## src/rtl/imem_loader.sv

```systemverilog
// imem_loader: boot-time instruction memory loader.
// Parses a framed serial byte stream (SYNC, LEN_LO, LEN_HI, data..., CHK),
// writes the data bytes into the instruction memory from address 0, and keeps
// the CPU in reset until a complete image with a matching checksum is stored.
module imem_loader #(
  parameter int          ADDR_WIDTH = 12,
  parameter int          MEM_WIDTH  = 8,
  parameter logic [7:0]  SYNC_BYTE  = 8'hA5
) (
  input  logic                  clk,
  input  logic                  rst,
  input  logic                  rx_valid,
  input  logic [7:0]            rx_data,
  output logic                  rx_ready,
  output logic                  wr_en,
  output logic [ADDR_WIDTH-1:0] wr_addr,
  output logic [MEM_WIDTH-1:0]  din,
  output logic                  cpu_hold,
  output logic                  load_done,
  output logic                  load_err
);

  typedef enum logic [2:0] {
    S_IDLE,
    S_LEN_LO,
    S_LEN_HI,
    S_DATA,
    S_CHECK,
    S_DONE,
    S_ERROR
  } state_t;

  // Largest legal image length: exactly fills the memory.
  localparam logic [16:0] CAPACITY = 17'd1 << ADDR_WIDTH;

  state_t                state;
  logic [7:0]            len_lo;
  logic [15:0]           len;
  logic [15:0]           count;
  logic [ADDR_WIDTH-1:0] addr;
  logic [7:0]            sum;

  logic                  accept;
  logic [16:0]           len_next;

  assign accept   = rx_valid && rx_ready;
  // Full length as it becomes known while the high byte is on rx_data.
  assign len_next = {1'b0, rx_data, len_lo};

  // Ready depends on the state only; every state drains bytes so the source never stalls.
  always_comb begin
    // NOTE: every output of a combinational block gets a value on every path, otherwise a latch is inferred.
    rx_ready = 1'b1;
    case (state)
      S_IDLE, S_LEN_LO, S_LEN_HI, S_DATA,
      S_CHECK, S_DONE, S_ERROR: rx_ready = 1'b1;
      default:                  rx_ready = 1'b1;
    endcase
  end

  // Frame parser, address/checksum tracking and registered memory-write / status outputs.
  always_ff @(posedge clk) begin
    if (rst) begin
      state     <= S_IDLE;
      len_lo    <= '0;
      len       <= '0;
      count     <= '0;
      addr      <= '0;
      sum       <= '0;
      wr_en     <= 1'b0;
      wr_addr   <= '0;
      din       <= '0;
      cpu_hold  <= 1'b1;
      load_done <= 1'b0;
      load_err  <= 1'b0;
    end else begin
      // NOTE: sequential state uses non-blocking assignments so every register samples pre-edge values.
      // Write strobe is a single-cycle pulse; only an accepted data byte re-arms it.
      wr_en <= 1'b0;
      if (accept) begin
        case (state)
          S_IDLE: begin
            if (rx_data == SYNC_BYTE) state <= S_LEN_LO;
          end
          S_LEN_LO: begin
            len_lo <= rx_data;
            state  <= S_LEN_HI;
          end
          S_LEN_HI: begin
            len   <= len_next[15:0];
            count <= '0;
            addr  <= '0;
            // Cleared for zero-length frames too, whose checksum must be 0.
            sum   <= '0;
            if (len_next == 17'd0) begin
              state <= S_CHECK;
            end else if (len_next > CAPACITY) begin
              state    <= S_ERROR;
              load_err <= 1'b1;
              cpu_hold <= 1'b1;
            end else begin
              state <= S_DATA;
            end
          end
          S_DATA: begin
            wr_en   <= 1'b1;
            wr_addr <= addr;
            din     <= rx_data;
            // Wraps to 0 after a full-capacity image; no write follows it.
            addr    <= addr + ADDR_WIDTH'(1);
            sum     <= sum + rx_data;
            count   <= count + 16'd1;
            if (count == len - 16'd1) state <= S_CHECK;
          end
          S_CHECK: begin
            if (rx_data == sum) begin
              state     <= S_DONE;
              cpu_hold  <= 1'b0;
              load_done <= 1'b1;
            end else begin
              state    <= S_ERROR;
              load_err <= 1'b1;
              cpu_hold <= 1'b1;
            end
          end
          S_DONE: begin
            // A new sync byte starts a reload and puts the CPU back into reset.
            if (rx_data == SYNC_BYTE) begin
              state     <= S_LEN_LO;
              cpu_hold  <= 1'b1;
              load_done <= 1'b0;
            end
          end
          S_ERROR: begin
            // Sticky until reset; bytes are simply drained.
            state <= S_ERROR;
          end
          default: begin
            state <= S_IDLE;
          end
        endcase
      end
    end
  end

endmodule

```

## config.mk

```make
export PLATFORM = sky130hd
export DESIGN_NAME = imem_loader
export DESIGN_NICKNAME = d
export VERILOG_FILES = /design/src/rtl/imem_loader.sv
export SDC_FILE = /design/constraint.sdc
export NUM_CORES = 1
export LEC_CHECK = 0
export CORE_MARGIN = 2
export CORE_UTILIZATION = 45
export CTS_CLUSTER_SIZE = 24
export DETAILED_ROUTE_END_ITERATION = 8
export GPL_ROUTABILITY_DRIVEN = 0
export PLACE_DENSITY_LB_ADDON = 0.05
export SYNTH_ARGS = -nofsm -noshare
export SYNTH_HDL_FRONTEND = slang
export SYNTH_SLANG_ARGS = --single-unit
```

## constraint.sdc

```tcl
create_clock -name clk -period 4.6 [get_ports clk]
set_input_delay 0.69 -clock clk [delete_from_list [all_inputs] [get_ports clk]]
set_output_delay 0.69 -clock clk [all_outputs]
set_load 0.05 [all_outputs]
```

==> results of run 1 <==
-- cell usage after synthesis (all sizes together) (4+ instances only) --
library cell / count / area share, %
buf: 5 / 1.0
o21ai: 10 / 1.1
nand2: 118 / 10
or3: 9 / 1.3
nand4: 11 / 1.6
nand2b: 4 / 0.57
clkbuf: 28 / 2.4
or4: 8 / 1.5
xnor2: 23 / 4.6
ha: 10 / 2.9
nor3: 11 / 1.4
dfxtp: 87 / 40
nand3: 17 / 1.9
a21o: 4 / 0.69
inv: 7 / 0.60
nor2b: 5 / 0.71
nor2: 48 / 4.1
a21oi: 63 / 7.2
xor2: 23 / 4.6
nor4: 10 / 1.9
-- kinds of logic (layout without fill, tap and decap cells) --
family / after synthesis / after routing / share of synthesized area [%]
other: 1 / 1 / 0.08563
buffers and inverters: 41 / 61 / 4.114
AND/OR/NAND/NOR: 260 / 260 / 28.57
AO/OA/AOI/OAI: 106 / 106 / 14.71
flip-flops: 87 / 87 / 39.77
adder cells (fa/ha/maj): 11 / 11 / 3.314
XOR/XNOR: 46 / 46 / 9.200
multiplexers: 1 / 1 / 0.2286
-- layout make-up --
| type | instances | share of cell area (%) |
|---|---|---|
| multi-input cells | 425 | 49.66 |
| flip-flops and latches | 87 | 35.20 |
| repair buffers | 37 | 7.231 |
| well taps | 133 | 3.363 |
| clock buffers | 10 | 2.579 |
| clock inverters | 6 | 1.365 |
| inverters | 8 | 0.6068 |
-- stage by stage --
step                total power [mW]  utilization (%)  cell area, µm²  cells
floorplan                      1.145                -            4379    553
global placement               1.237            49.54            4753    690
detailed placement             1.245            49.54            4753    690
CTS                            1.782            51.58            4949    706
global route                   1.868            51.58            4949    706
finish                         1.766            51.58            4949    706
-- sequential cells by signal (all words and copies together) (netlist names) --
name	flops
addr	12
count	16
cpu_hold	1
din	8
len	16
len_lo	8
load_done	1
load_err	1
state	3
sum	8
wr_addr	12
wr_en	1
-- critical path, delay by kind of cell --
kind          cells  cell delay [ns]
simple gates      4             1.96
buf+inv           1             0.60
-- metal layers --
| metal | vias up | routed length, µm | part of all wire [%] | global-route usage [%] |
|---|---|---|---|---|
| met2 | 88 | 4833 | 46 | 33.69 |
| met4 | 0 | 139 | 1.3 | 6.462 |
| met1 | 1760 | 5169 | 49 | 30.17 |
| li1 | 1942 | - | - | - |
| met3 | 14 | 413 | 3.9 | 3.661 |
| met5 | - | 0 | 0 | 0 |
-- worst paths after layout --
path / from / endpoint / slack [ns] / cells past startpoint
max: rx_valid / count[14]$_SDFFE_PP0P_ / 1.53 / 5
min: din[3]$_SDFFE_PP0P_ / din[3]$_SDFFE_PP0P_ / 0.46 / 2
max reg2reg: state[1]$_SDFFE_PP0P_ / count[14]$_SDFFE_PP0P_ / 1.88 / 4
min reg2reg: din[3]$_SDFFE_PP0P_ / din[3]$_SDFFE_PP0P_ / 0.46 / 2
-- power breakdown --
| group | internal [mW] | switching (mW) |
|---|---|---|
| Clock | 0.254 | 0.278 |
| Sequential | 0.787 | 0.0443 |
| Combinational | 0.138 | 0.263 |
| Total | 1.18 | 0.586 |
==> impl_results.md, run 1 <==
- Total grt overflow: 0
- Pre-CTS setup slack: 1.162 ns
- Crit-path cells: clkdlybuf4s50_1 > and3b_1 > nand2_1 > nand2_1 > nor2_1
- Initial antenna violation count: 0
- CP required: 4.81 ns
- Setup Buffers After CTS: 0
- Setup Skew: 0.01290 ns
- Final hold slack: 0.4590 ns
- # H-tree levels: 3
- Max FO, Critical Path: 25
- Primary FF master, synth: dfxtp_1
- Final setup viols: 0
- CTS Hold Bufs: 0
- CP max stage delay: 0.79 ns
- Total GRT Usage: 21.42%
- PnR worst setup slack: 1.532 ns
- Final Critical Period: 3.068 ns
- Max IR drop VDD: 0.0001411 V
- #FFs+latches synth: 87
- Commonest non-fill, non-tap cells in the layout: 118 x nand2_1, 87 x dfxtp_1, 63 x a21oi_1, 48 x nor2_1, 33 x clkdlybuf4s50_1
- Status: completed
- Core Box Area: 9594 µm²
- CTS tree: built
- Async S/R FF share, synth: 0%
- Worst-Skew Late Latency: 0.36 ns
- CP Class: in -> reg
- Clk sinks: 87
- Via count: 3804
- Worst Tran Pin Value: 0.9848 ns
- Crit start category: input port
- Post-synth cell types: 57
- Final hold vios: 0
- Net Count, Synth: 575
- Routed Antenna Nets: 0
- Worst Setup End Kind: register
- Vias in the first global route: 3477
- P_leak: 1.708 nW
- Fin nets: 590
- Max Fclk: 326.0 MHz
- Max-cap violations: 0
- Post-DP HPWL: 7.539 mm
- Starting DRT DRC Count: 188
- Total routed wirelength: 10.56 mm
- Largest net degree at the start of global routing: 62
- DRT Pass-1 Iters: 5
- Arr. time, crit path: 3.27 ns
- Ports: 36
- Fillers: 967
- Starting Density: 45.64%
- Most frequent CP cell: nand2_1
- Via/cell ratio: 5.388
- Die width: 102.7 µm
- Synth Cell Area: 4379 µm²
- Post-cts resize count: 0
- Power Dens Cells: 356.8 nW/µm²
- Hold Crit Class: reg -> reg
- Slowest cell on crit path: nand2_1
- RSZ-0062 raised after global routing: false
- Slew Viols, Final: 0
- Die Ht: 102.7 µm
- Seq/Total Area, Yosys: 39.77%
- Synthesized netlist cell count: 553
- First-pass GRT wire length: 17.59 mm
- WL per Instance: 14.95 µm
- Ys Warns: 0
- Multi-input gate area: 2457 µm²
- Total CTS buffers: 9
- PortBufs: 34
- Final setup TNS: 0 ns
- Syn_area_per_cell: 7.919 µm²
- Die ar.: 10540 µm²
- Rows: 36
- Commonest non-fill, non-tap cell in the layout: nand2_1
- Layout area overhead: 13.00%
- Number of synthesized flops with an enable pin: 0
- Clk pin slew, worst setup/hold paths: 0.08 ns
- DRC: 0
- Fin crit share: 66.69%
- Layout cells sized above 1: 4.712%
- Diode count: 0
- Clock tree root driver cell: clkbuf_8
- Max-slew headroom: 34.11%
- Clock Path Buffers: 2
- Sequential cell area: 1742 µm²
(Power assumes the default switching activity.)
==> run 2, diff against run 1 <==
==> constraint.sdc (replaced) <==
create_clock -name clk -period 2.5 [get_ports clk]
set_input_delay 0.375 -clock clk [delete_from_list [all_inputs] [get_ports clk]]
set_output_delay 0.375 -clock clk [all_outputs]
set_load 0.05 [all_outputs]
==> run 2 against run 1 <==
Utilization grew 4.1 points. Die area is the same. Design area grew 8.0%. Highest routed layer unchanged.
==> impl_results.md, run 2 (synthesized netlist as in run 1, its figures left out) <==
- Status: completed (unchanged)
- CP required: 2.75 ns (was 4.81 ns)
- Max-slew headroom: 63.47% (was 34.11%)
- Placed insts: 736 (was 690)
- Worst-Skew Late Latency: 0.36 ns (about the same)
- Largest registers: count: 16 flops, len: 16 flops (unchanged)
- FF-to-FF Start: len[1]$_SDFFE_PP0P_ (was state[1]$_SDFFE_PP0P_)
- # H-tree levels: 3 (unchanged)
- Commonest non-fill, non-tap cell in the layout: nand2_1 (unchanged)
- Critical Path Source: len[1]$_SDFFE_PP0P_ (was rx_valid)
- Diode count: 0 (unchanged)
- Power Dens Cells: 636.8 nW/µm² (was 356.8 nW/µm²)
- Total grt overflow: 0 (unchanged)
- Fillers: 917 (was 967)
- Via/cell ratio: 5.378 (was 5.388)
- Hold Crit Class: in -> reg (was reg -> reg)
- Top layer in use: met4 (unchanged)
- Clk sinks: 87 (unchanged)
- RSZ-0062 raised after global routing: true (was false)
- Die width: 102.7 µm (unchanged)
- P_leak: 1.950 nW (was 1.708 nW)
- Fin crit share: 98.08%
- Routed Antenna Nets: 0 (unchanged)
- Clock Path Buffers: 2 (unchanged)
- Slew Viols, Final: 0 (unchanged)
- Starting DRT DRC Count: 107 (was 188)
- Total routed wirelength: 11.14 mm (was 10.56 mm)
- Clk pin slew, worst setup/hold paths: 0.10 ns (was 0.08 ns)
- Max Fclk: 407.8 MHz
- Met2 WL: 5.097 mm (was 4.833 mm)
- Fin cells: 753 (was 706)
- M1 WL: 5.382 mm (was 5.169 mm)
- Ports: 36 (unchanged)
- Vias in the first global route: 3952 (was 3477)
- Final Critical Period: 2.452 ns
- Layout area overhead: 22.03% (was 13.00%)
- First-pass GRT wire length: 18.70 mm (was 17.59 mm)
- WL met3: 520 µm (was 413 µm)
- CP endpoint: state[1]$_SDFFE_PP0P_ (was count[14]$_SDFFE_PP0P_)
- Arr. time, crit path: 2.70 ns (was 3.27 ns)
- R2R depth: 6 (was 4)
- Post-DP HPWL: 8.149 mm (was 7.539 mm)
- Starting Density: 45.64% (unchanged)
- Worst Setup End Kind: register (unchanged)
- Max FO, Critical Path: 5 (was 25)
- Largest net degree at the start of global routing: 35 (was 62)
- CTS tree: built (unchanged)
- Initial antenna violation count: 0 (unchanged)
- Rows: 36 (unchanged)
- Layout cells sized above 1: 13.06% (was 4.712%)
- Final setup viols: 0 (unchanged)
- DRC: 0 (unchanged)
- Tot Pwr: 3.403 mW (was 1.766 mW)
- Crit start category: register (was input port)
- Max IR drop VDD: 0.0003202 V (was 0.0001411 V)
- Die ar.: 10540 µm² (unchanged)
- Via count: 4050 (was 3804)
- PortBufs: 34 (unchanged)
- Flop2flop setup slack: 0.05 ns (was 1.88 ns)
- Reg2reg end: state[1]$_SDFFE_PP0P_ (was count[14]$_SDFFE_PP0P_)
- DRT Pass-1 Iters: 5 (unchanged)
- Fin nets: 637 (was 590)
- Setup Skew: 0.01534 ns (was 0.01290 ns)
- Clock tree root driver cell: clkbuf_8 (unchanged)
- Final setup TNS: 0 ns (unchanged)
- Total CTS buffers: 9 (unchanged)
- CP Class: reg -> reg (was in -> reg)
- CTS Hold Bufs: 0 (unchanged)
- Die Ht: 102.7 µm (unchanged)
- WL per Instance: 14.80 µm (was 14.95 µm)
- Final hold slack: 0.3303 ns (was 0.4590 ns)
- Commonest non-fill, non-tap cells in the layout: 118 x nand2_1, 84 x dfxtp_1, 63 x a21oi_1, 48 x nor2_1, 48 x buf_4 (was 118 x nand2_1, 87 x dfxtp_1, 63 x a21oi_1, 48 x nor2_1, 33 x clkdlybuf4s50_1)
- Total GRT Usage: 22.44% (was 21.42%)
- Max-cap violations: 0 (unchanged)
- Worst Tran Pin Value: 0.5463 ns (was 0.9848 ns)
- Core Box Area: 9594 µm² (unchanged)
- Final hold vios: 0 (unchanged)
[run 2: cell count changes in the layout (fill, tap and decap cells not counted), sizes merged]
cell | before | now
inv | 9 | 12
clkinvlp | 2 | 1
buf | 4 | 51
bufinv | 1 | 0
clkbuf | 10 | 9
[run 2: per-layer routing]
metal	vias to the layer above	GRT usage, %
met4	0	5.744
met2	83	36.40
met3	13	4.203
met5	-	0
li1	2035	-
met1	1919	30.89
[run 2: metrics by stage]
stage	utilization [%]	setup WS, ns	area [µm²]
5_1_grt	55.70	-0.03382	5344
2_1_floorplan	-	0.1575	4379
3_3_place_gp	53.40	-0.1623	5124
3_5_place_dp	53.40	-0.1857	5124
6_report	55.70	0.04811	5344
4_1_cts	55.43	0.02659	5318
[run 2: worst max-delay path: stages (launching register included)]
cell	delay, ns
dfxtp_4	0.37
or4_4	0.52
or4_4	0.48
a211o_1	0.27
a32o_2	0.26
nor4_4	0.33
a211oi_2	0.12
[run 2: where the power goes]
| part | switching (mW) | internal, mW |
|---|---|---|
| Sequential | 0.0775 | 1.45 |
| Clock | 0.580 | 0.395 |
| Combinational | 0.532 | 0.372 |
| Total | 1.19 | 2.21 |
[run 2: area by class of cell]
| class | count | area [µm²] | share of cell area (%) |
|---|---|---|---|
| multi-input combinational | 425 | 2467 | 46.17 |
| sequential | 87 | 1750 | 32.76 |
| timing repair buffer | 84 | 735.7 | 13.77 |
| tap | 133 | 166.4 | 3.114 |
| clock buffer | 9 | 123.9 | 2.318 |
| clock inverter | 7 | 70.07 | 1.311 |
| inverter | 8 | 30.03 | 0.5619 |
[run 2: worst min path at each step]
stage	startpoint	endpoint	slack [ns]	depth (start not counted)
finish	rst	cpu_hold$_SDFFE_PP1P_	0.33	3
global route	rst	cpu_hold$_SDFFE_PP1P_	0.33	3
CTS	rst	cpu_hold$_SDFFE_PP1P_	0.31	3
detailed placement	wr_addr[4]$_SDFFE_PP0P_	wr_addr[4]$_SDFFE_PP0P_	0.45	2
global placement	wr_addr[3]$_SDFFE_PP0P_	wr_addr[3]$_SDFFE_PP0P_	0.45	2
floorplan	sum[0]$_SDFFE_PP0P_	sum[0]$_SDFFE_PP0P_	0.44	2
[run 2: what timing repair did]
action / CTS / global route
buffers inserted: 0 / 1
endpoints found under the setup margin: 0 / 3
gates resized for setup: 0 / 8
hold endpoints to repair: 0 / 0
